$ cat src/rtl/seg7_scan_driver.sv
// seg7_scan_driver: time-multiplexed driver for an 8-digit, common-anode
// seven-segment display. It shows a 32-bit word as 8 hex digits, scanning one
// digit every REFRESH_DIV clocks.
//
// The displayed word is captured once per frame, at the digit-7 -> digit-0
// wrap, unless hold is high. A frame therefore never mixes old and new data.
// The decimal point of digit 0 lights while a held frame is being shown.
//
// Optional feature: define SEG7_LEADING_ZERO_BLANK_EN to blank leading zero
// digits. Digit 0 is never blanked.
module seg7_scan_driver #(
  parameter int REFRESH_DIV = 100000
) (
  input  logic        clk,
  input  logic        rst,
  input  logic [31:0] value,
  input  logic        hold,
  output logic [7:0]  an,
  output logic [6:0]  seg,
  output logic        dp
);

  // A width of at least 1 keeps REFRESH_DIV == 1 legal.
  localparam int PW = (REFRESH_DIV > 1) ? $clog2(REFRESH_DIV) : 1;
  localparam logic [PW-1:0] PS_LAST = PW'(REFRESH_DIV - 1);

  logic [PW-1:0] prescaler_r;
  logic [PW-1:0] prescaler_next_s;
  logic          tick_s;
  logic [2:0]    idx_r;
  logic [2:0]    idx_next_s;
  logic [31:0]   snapshot_r;
  logic [31:0]   snapshot_next_s;
  logic [3:0]    nibble_s;
  logic [7:0]    an_next_s;
  logic [6:0]    seg_next_s;
  logic          dp_next_s;

  // Map a hex nibble to its active-low segment pattern {g,f,e,d,c,b,a}.
  function automatic logic [6:0] seg_decode(input logic [3:0] nib);
    logic [6:0] code;
    case (nib)
      4'h0:    code = 7'h40;
      4'h1:    code = 7'h79;
      4'h2:    code = 7'h24;
      4'h3:    code = 7'h30;
      4'h4:    code = 7'h19;
      4'h5:    code = 7'h12;
      4'h6:    code = 7'h02;
      4'h7:    code = 7'h78;
      4'h8:    code = 7'h00;
      4'h9:    code = 7'h10;
      4'hA:    code = 7'h08;
      4'hB:    code = 7'h03;
      4'hC:    code = 7'h46;
      4'hD:    code = 7'h21;
      4'hE:    code = 7'h06;
      4'hF:    code = 7'h0E;
      default: code = 7'h7F;
    endcase
    return code;
  endfunction

`ifdef SEG7_LEADING_ZERO_BLANK_EN
  // Report whether digit k is a leading zero, meaning nibbles k..7 are all zero.
  // Digit 0 is never treated as a leading zero.
  function automatic logic is_leading_zero(input logic [31:0] word, input logic [2:0] k);
    return (k != 3'd0) && ((word >> {k, 2'b00}) == 32'h0000_0000);
  endfunction
`endif

  // Compute the next prescaler, digit index, snapshot and output values.
  always_comb begin
    prescaler_next_s = prescaler_r;
    idx_next_s       = idx_r;
    snapshot_next_s  = snapshot_r;
    an_next_s        = an;
    seg_next_s       = seg;
    dp_next_s        = dp;
    nibble_s         = 4'h0;

    tick_s = (prescaler_r == PS_LAST);

    if (tick_s) begin
      prescaler_next_s = {PW{1'b0}};
      idx_next_s       = idx_r + 3'd1;
    end else begin
      prescaler_next_s = prescaler_r + PW'(1);
      idx_next_s       = idx_r;
    end

    // The word is captured only at the frame wrap, so a frame is never torn.
    if (tick_s && (idx_r == 3'd7) && !hold) begin
      snapshot_next_s = value;
    end else begin
      snapshot_next_s = snapshot_r;
    end

    nibble_s = snapshot_next_s[{idx_next_s, 2'b00} +: 4];

    // Outputs change only on a digit step. Otherwise dp would follow hold mid-frame.
    if (tick_s) begin
      an_next_s = ~(8'd1 << idx_next_s);
`ifdef SEG7_LEADING_ZERO_BLANK_EN
      if (is_leading_zero(snapshot_next_s, idx_next_s)) begin
        seg_next_s = 7'h7F;
      end else begin
        seg_next_s = seg_decode(nibble_s);
      end
`else
      seg_next_s = seg_decode(nibble_s);
`endif
      dp_next_s = ~((idx_next_s == 3'd0) && hold);
    end else begin
      an_next_s  = an;
      seg_next_s = seg;
      dp_next_s  = dp;
    end
  end

  // Update the scan state and the output registers. Reset shows digit 0 of a zero word.
  always_ff @(posedge clk or negedge rst) begin
    if (!rst) begin
      prescaler_r <= {PW{1'b0}};
      idx_r       <= 3'd0;
      snapshot_r  <= 32'h0000_0000;
      an          <= 8'hFE;
      seg         <= 7'h40;
      dp          <= 1'b1;
    end else begin
      prescaler_r <= prescaler_next_s;
      idx_r       <= idx_next_s;
      snapshot_r  <= snapshot_next_s;
      an          <= an_next_s;
      seg         <= seg_next_s;
      dp          <= dp_next_s;
    end
  end

endmodule

$ cat config.mk
export PLATFORM = sky130hd
export DESIGN_NAME = seg7_scan_driver
export DESIGN_NICKNAME = d
export VERILOG_FILES = /design/src/rtl/seg7_scan_driver.sv
export SDC_FILE = /design/constraint.sdc
export NUM_CORES = 1
export LEC_CHECK = 0
export CAP_MARGIN = 30
export CORE_MARGIN = 3
export CORE_UTILIZATION = 54
export DETAILED_ROUTE_END_ITERATION = 10
export PLACE_DENSITY = 0.83
export RECOVER_POWER = 25
export SETUP_SLACK_MARGIN = 0.1
export SYNTH_ARGS = -nofsm -noshare
export SYNTH_HDL_FRONTEND = slang
export SYNTH_SLANG_ARGS = --single-unit
$ cat constraint.sdc
create_clock -name clk -period 3.82 [get_ports clk]
set_input_delay 0.764 -clock clk [delete_from_list [all_inputs] [get_ports clk]]
set_output_delay 0.764 -clock clk [all_outputs]
set_load 0.05 [all_outputs]
==> flow_summary.ini, run 1 <==
[outcome]
status = finished, violations left
violations = max-capacitance violations, max-slew violations

[worst_setup_path]
max_stage_delay_ns = 0.47
cp-end-kind = register
critPathSlowestCell = a2111oi_1
r2r_cells = 13
worstSetupPathType = register to register
path_cells = ha_1, and4_1, and4_4, and2_1, a21oi_2, buf_4, a2111oi_1, nor4_2, buf_4, ha_1, and3_1, a211oi_1, o21ai_0
cp_data_required_time_ns = 4.04
startpoint_type = register
cp_max_fo = 13
cp.arrival_ns = 3.86

[placed_design]
dp_hpwl_mm = 5.52
gp_congestion = 0.902
place_area_um2 = 4100
numPortBuffers = 50
pre_cts_slack_ns = -0.00206

[timing]
setup_viol = 0
fin_crit_ns = 3.64
relSlewSlack_pct = -10.8
fin_skew_ns = 0.00763
min_period_over_period_pct = 95.2
fmax_mhz = 275
tightest_slew_ns = 1.66
report.final.slew_viol_count = 32
whs_ns = 0.476
setup_ws_ns = 0.184
final_hold_viol_count = 0

[synth]
syn_area_per_cell_um2 = 10.6
yosysTopAreaCell = dfrtp_1
synth_ff_type = dfrtp_1
syn_nets = 377
synthCells = 333
synth.most_common_cell = dfrtp_1
synth_seq_cells = 68
ys_seq_area_share_pct = 48.7
synth_edf_count = 0
syn_area_um2 = 3520
synthTopCellsByCount = dfrtp_1, nand2_1, nand3_1
yosysWarnings = 0
synthArstFlopShare_pct = 100
synth_top_area_share_pct = 42.0
yosys.cell_types.count = 59
yosys-top-cells-area = dfrtp_1, dfstp_2, mux2_2

[route]
ant_nets = 0
firstDrtPassIters = 4
vias_per_cell = 5.84
drt_wl_total_mm = 7.99
via_count = 2743
wl_per_cell_um = 17.0
drt_iter0_markers = 163
drc = 0

[final_layout]
nFillCells = 477
final_area_um2 = 4340
register_area_um2 = 1710
drive_above_1_share_pct = 18.5
multi_input_area_um2 = 1700
syn_to_final_growth_pct = 23.3
layout.nets = 434
num_antenna_cells = 0

[pwr]
vdd_ir_drop_max_v = 0.000284
p_int_mw = 1.07
powerDensity_nw_per_um2 = 315
power_mw = 1.37
switching_share_pct = 21.5
clkPwrFrac_pct = 43.5
pwr-share-seq_pct = 52.7
comb_power_share_pct = 3.8
leakagePower_nw = 2.08
power_switching_mw = 0.293

[worst_hold_path]
hold_depth = 1
hold_class = register to register

[clock_tree]
cts_root_buffer = clkbuf_8
insertion_delay_ns = 0.34
cts_max_path_buffers = 2
cts_tree = yes
numCtsBuffers = 9
htreeDepth = 3
cts.clk_slew.worst_paths_ns = 0.07
cts_hold_repair.buffers = 0
cts_num_sinks = 68

[floorplan]
num_rows = 28
core_um2 = 6100
pin_count = 51
die_h_um = 86.7
start_util_pct = 57.7
die_w_um = 86.7
die_area_um2 = 7520

[global_routing]
grt_pass1_wl_mm = 12.7
overflow = 0
grt_max_degree = 39
grt_pass1_vias = 2637
grt_use_total_pct = 22.0
antenna_found_initial = 0

[job]
max-cap-violations = 1
==> cells by family (layout without fill, tap and decap cells) <==
family,Yosys count,in the layout,share of synthesized area [%]
AOI/OAI and AO/OA,60,60,11.3
xor gates and xnor gates,15,15,3.95
adders and majority gates,9,9,3.20
buffers and inverters,31,92,4.09
DFF,68,68,48.7
muxes,28,28,9.64
and+or+nand+nor,122,123,19.1
==> path summary, 6_finish.rpt <==
path / from / to / slack [ns]
max: prescaler_r[0]$_DFF_PN0_ / seg[5]$_DFFE_PN0N_ / 0.18
min: prescaler_r[0]$_DFF_PN0_ / prescaler_r[0]$_DFF_PN0_ / 0.48
max reg2reg: prescaler_r[0]$_DFF_PN0_ / seg[5]$_DFFE_PN0N_ / 0.18
min reg2reg: prescaler_r[0]$_DFF_PN0_ / prescaler_r[0]$_DFF_PN0_ / 0.48
max in group asynchronous: rst / snapshot_r[28]$_DFF_PN0_ / 1.29
min in group asynchronous: rst / prescaler_r[14]$_DFF_PN0_ / 0.84
==> sequential cells by signal, indices dropped and copies added, names as in the netlist <==
name,cells
an,8
dp,1
idx_r,3
prescaler_r,17
seg,7
snapshot_r,32
==> metal layers <==
layer | up-vias | wire length [um] | global-route usage, % | part of all wire [%]
met5 | - | 0 | 0 | 0
met4 | 0 | 144 | 8.07 | 1.8
met3 | 17 | 385 | 4.18 | 4.8
met2 | 76 | 3860 | 34.6 | 48
met1 | 1342 | 3600 | 30.4 | 45
li1 | 1308 | - | - | -
==> metrics by stage <==
step | utilization (%) | cells | TNS [ns]
2_1_floorplan | - | 333 | 0
3_3_place_gp | 67.2 | 452 | 0
3_5_place_dp | 67.2 | 452 | -0.00206
4_1_cts | 70.4 | 468 | 0
5_1_grt | 71.1 | 470 | -0.0698
6_report | 71.1 | 470 | 0
==> power groups by stage <==
stage | clock [mW] | combinational [mW] | sequential (mW)
global route | 0.640 | 0.0574 | 0.720
detailed placement | 0 | 0.0539 | 0.734
floorplan | 0 | 0.00177 | 0.734
finish | 0.594 | 0.0523 | 0.720
global placement | 0 | 0.0537 | 0.734
CTS | 0.607 | 0.0542 | 0.720
==> critical path: cells and delay by family (launching register included) <==
kind | cells | cell delay [ns]
AO/OA/AOI/OAI | 4 | 0.92
buffers and inverters | 2 | 0.35
adder cells (fa/ha/maj) | 2 | 0.43
AND/OR/NAND/NOR | 5 | 1.42
flip-flops | 1 | 0.38
==> layout by cell type, fill, tap and decap left out, drive strengths merged, types with 3 or more instances in the layout <==
| master | instances |
|---|---|
| a31oi | 4 |
| dfrtp | 59 |
| ha | 9 |
| nand2b | 3 |
| nand3 | 26 |
| nand3b | 4 |
| and2 | 4 |
| a2111oi | 4 |
| and4 | 4 |
| clkbuf | 15 |
| nor4b | 3 |
| nand4 | 4 |
| a21oi | 12 |
| xnor2 | 7 |
| nor2 | 20 |
| buf | 11 |
| clkdlybuf4s50 | 49 |
| mux4 | 3 |
| or3 | 3 |
| dfstp | 9 |
| nand2 | 35 |
| mux2 | 17 |
| a221oi | 3 |
| nor4 | 3 |
| a22oi | 8 |
| xor2 | 8 |
| o21ai | 21 |
| mux2i | 8 |
| and3 | 3 |
| inv | 14 |
==> cell type report <==
cell class / count / area share, %
flip-flops and latches: 68 / 39.5
well taps: 75 / 2.16
clock inverters: 3 / 1.07
multi-input cells: 235 / 39.2
repair buffers: 62 / 13.4
inverters: 14 / 1.21
clock buffers: 13 / 3.43
==> what timing repair did <==
action / CTS / global route
hold endpoints to repair: 0 / 0
buffers inserted: 0 / 1
resized for setup: 0 / 8
setup endpoints to repair: 0 / 7
(Power assumes the default switching activity.)
==> run 2, diff against run 1 <==
--- a/config.mk
+++ b/config.mk
@@ -6,7 +6,6 @@
 export NUM_CORES = 1
 export LEC_CHECK = 0
 export CAP_MARGIN = 30
-export CORE_MARGIN = 3
 export CORE_UTILIZATION = 54
 export DETAILED_ROUTE_END_ITERATION = 10
 export PLACE_DENSITY = 0.83
==> run 2 against run 1 <==
The flow still finishes with violations (max-capacitance violations, max-slew violations). Sequential power barely moved. Worst setup slack improved by 0.020 ns. Total power increased by 0.31%. First-iteration DRC count up 40%. Largest power group unchanged. Highest routed layer unchanged.
==> flow_summary.ini, run 2 (synthesis results as in run 1) <==
[pwr]
leakagePower_nw = 2.09
switching_share_pct = 22.0
vdd_ir_drop_max_v = 0.000233
power_switching_mw = 0.301
p_int_mw = 1.07
clkPwrFrac_pct = 43.7
powerDensity_nw_per_um2 = 315
pwr-share-seq_pct = 52.5
comb_power_share_pct = 3.8

[clock_tree]
insertion_delay_ns = 0.35
cts.clk_slew.worst_paths_ns = 0.08
cts_max_path_buffers = 2
cts_tree = yes
numCtsBuffers = 9
cts_hold_repair.buffers = 0
htreeDepth = 3
cts_num_sinks = 68
cts_root_buffer = clkbuf_8

[placed_design]
numPortBuffers = 50
placedCellCount = 454
gp_congestion = 0.886
dp_hpwl_mm = 5.25
pre_cts_slack_ns = 0.140

[final_layout]
postLayoutCoreUtil_pct = 69.0
drive_above_1_share_pct = 19.0
final_common_cell = dfrtp_1
final_cell_mix = dfrtp_1, clkdlybuf4s50_1, nand2_1
final_cells = 472
layout.nets = 434
syn_to_final_growth_pct = 23.9
reg.largest.list = snapshot_r x32, prescaler_r x17, an x8
multi_input_area_um2 = 1700
num_antenna_cells = 0
top_register = snapshot_r
nFillCells = 465
register_area_um2 = 1710
largest_reg_flops = 32

[worst_setup_path]
startpoint_type = register
r2r_cells = 14
r2r_end = seg[3]$_DFFE_PN0N_
regToRegSetupSlack_ns = 0.20
reg2reg_from = prescaler_r[0]$_DFF_PN0_
cp.arrival_ns = 3.90
cp_data_required_time_ns = 4.10
cp_max_fo = 11
startpoint = prescaler_r[0]$_DFF_PN0_
worstSetupPathType = register to register
cp-end-kind = register

[timing]
fin_crit_ns = 3.62
fmax_mhz = 277
relSlewSlack_pct = -11.4
setup_ws_ns = 0.203
min_period_over_period_pct = 94.7
report.final.slew_viol_count = 69
fin_skew_ns = 0.00945
tightest_slew_ns = 1.67
whs_ns = 0.473
rsz0062_at_grt = yes
setup_viol = 0
final_hold_viol_count = 0
tns_ns = 0

[global_routing]
grt_use_total_pct = 24.9
antenna_found_initial = 0
grt_max_degree = 69
grt_pass1_wl_mm = 12.5
grt_pass1_vias = 2727
overflow = 0

[route]
drt_iter0_markers = 228
wl_per_cell_um = 16.3
via_count = 2769
drc = 0
ant_nets = 0
drt_wl_total_mm = 7.67
firstDrtPassIters = 5
vias_per_cell = 5.87

[worst_hold_path]
hold_depth = 2
hold_class = register to register
holdPathEnd = seg[6]$_DFFE_PN1N_
hp-start = seg[6]$_DFFE_PN1N_

[job]
max-cap-violations = 1

[floorplan]
start_util_pct = 55.7
pin_count = 51
die_area_um2 = 6840
die_h_um = 82.7
die_w_um = 82.7
core_um2 = 6310
num_rows = 29

[outcome]
violations = max-capacitance violations, max-slew violations
status = finished, violations left
-- run 2: changes by cell type in the layout (fill, tap and decap cells not counted), sizes merged --
cell / delta
clkbuf: -4
clkinv: +2
buf: +1
clkinvlp: +1
-- run 2: power groups by stage --
stage	Sequential, mW	Combinational, mW	Clock (mW)
finish	0.720	0.0518	0.599
global route	0.720	0.0574	0.646
CTS	0.720	0.0536	0.609
detailed placement	0.734	0.0533	0
global placement	0.734	0.0526	0
floorplan	0.734	0.00177	0
-- run 2: layout make-up --
cell class | count | share of cell area [%]
sequential | 68 | 39.3
multi-input combinational | 235 | 39.0
timing repair buffer | 62 | 13.7
clock buffer | 10 | 3.16
tap | 77 | 2.21
clock inverter | 6 | 1.46
inverter | 14 | 1.21
-- run 2: worst max-delay path by stage --
stage	cells past startpoint	end	slack, ns
6_report	14	seg[3]$_DFFE_PN0N_	0.20
4_1_cts	14	seg[3]$_DFFE_PN0N_	0.21
3_5_place_dp	12	seg[3]$_DFFE_PN0N_	0.14
3_3_place_gp	12	seg[3]$_DFFE_PN0N_	0.23
5_1_grt	14	seg[3]$_DFFE_PN0N_	0.02
2_1_floorplan	14	seg[3]$_DFFE_PN0N_	0.64
-- run 2: stage by stage --
stage / total power [mW] / area [um2]
CTS: 1.38 / 4310
detailed placement: 0.787 / 4110
finish: 1.37 / 4360
floorplan: 0.736 / 3520
global placement: 0.786 / 4110
global route: 1.42 / 4360
-- run 2: worst max-delay path, stage by stage (launching register included) --
cell       delay (ns)
dfrtp_1          0.39
ha_1             0.22
and4_1           0.37
nand4_4          0.29
buf_4            0.28
o21ai_0          0.24
nand3_1          0.13
a2111oi_1        0.55
nor4_2           0.13
buf_4            0.18
inv_1            0.12
ha_1             0.25
mux2i_1          0.17
mux2i_1          0.11
o21ai_1          0.12
-- run 2: metal layers --
| metal | routed length [um] | track usage [%] | vias to the layer above | share of wire (%) |
|---|---|---|---|---|
| met5 | 0 | 0 | - | 0 |
| met4 | 223 | 13.8 | 0 | 2.9 |
| met3 | 348 | 4.62 | 21 | 4.5 |
| met2 | 3640 | 38.7 | 95 | 47 |
| met1 | 3460 | 32.9 | 1350 | 45 |
| li1 | - | - | 1303 | - |
-- run 2: repair_timing --
| action | in CTS | in global routing |
|---|---|---|
| buffers inserted | 0 | 1 |
| setup endpoints to repair | 0 | 7 |
| gates resized for setup | 0 | 5 |
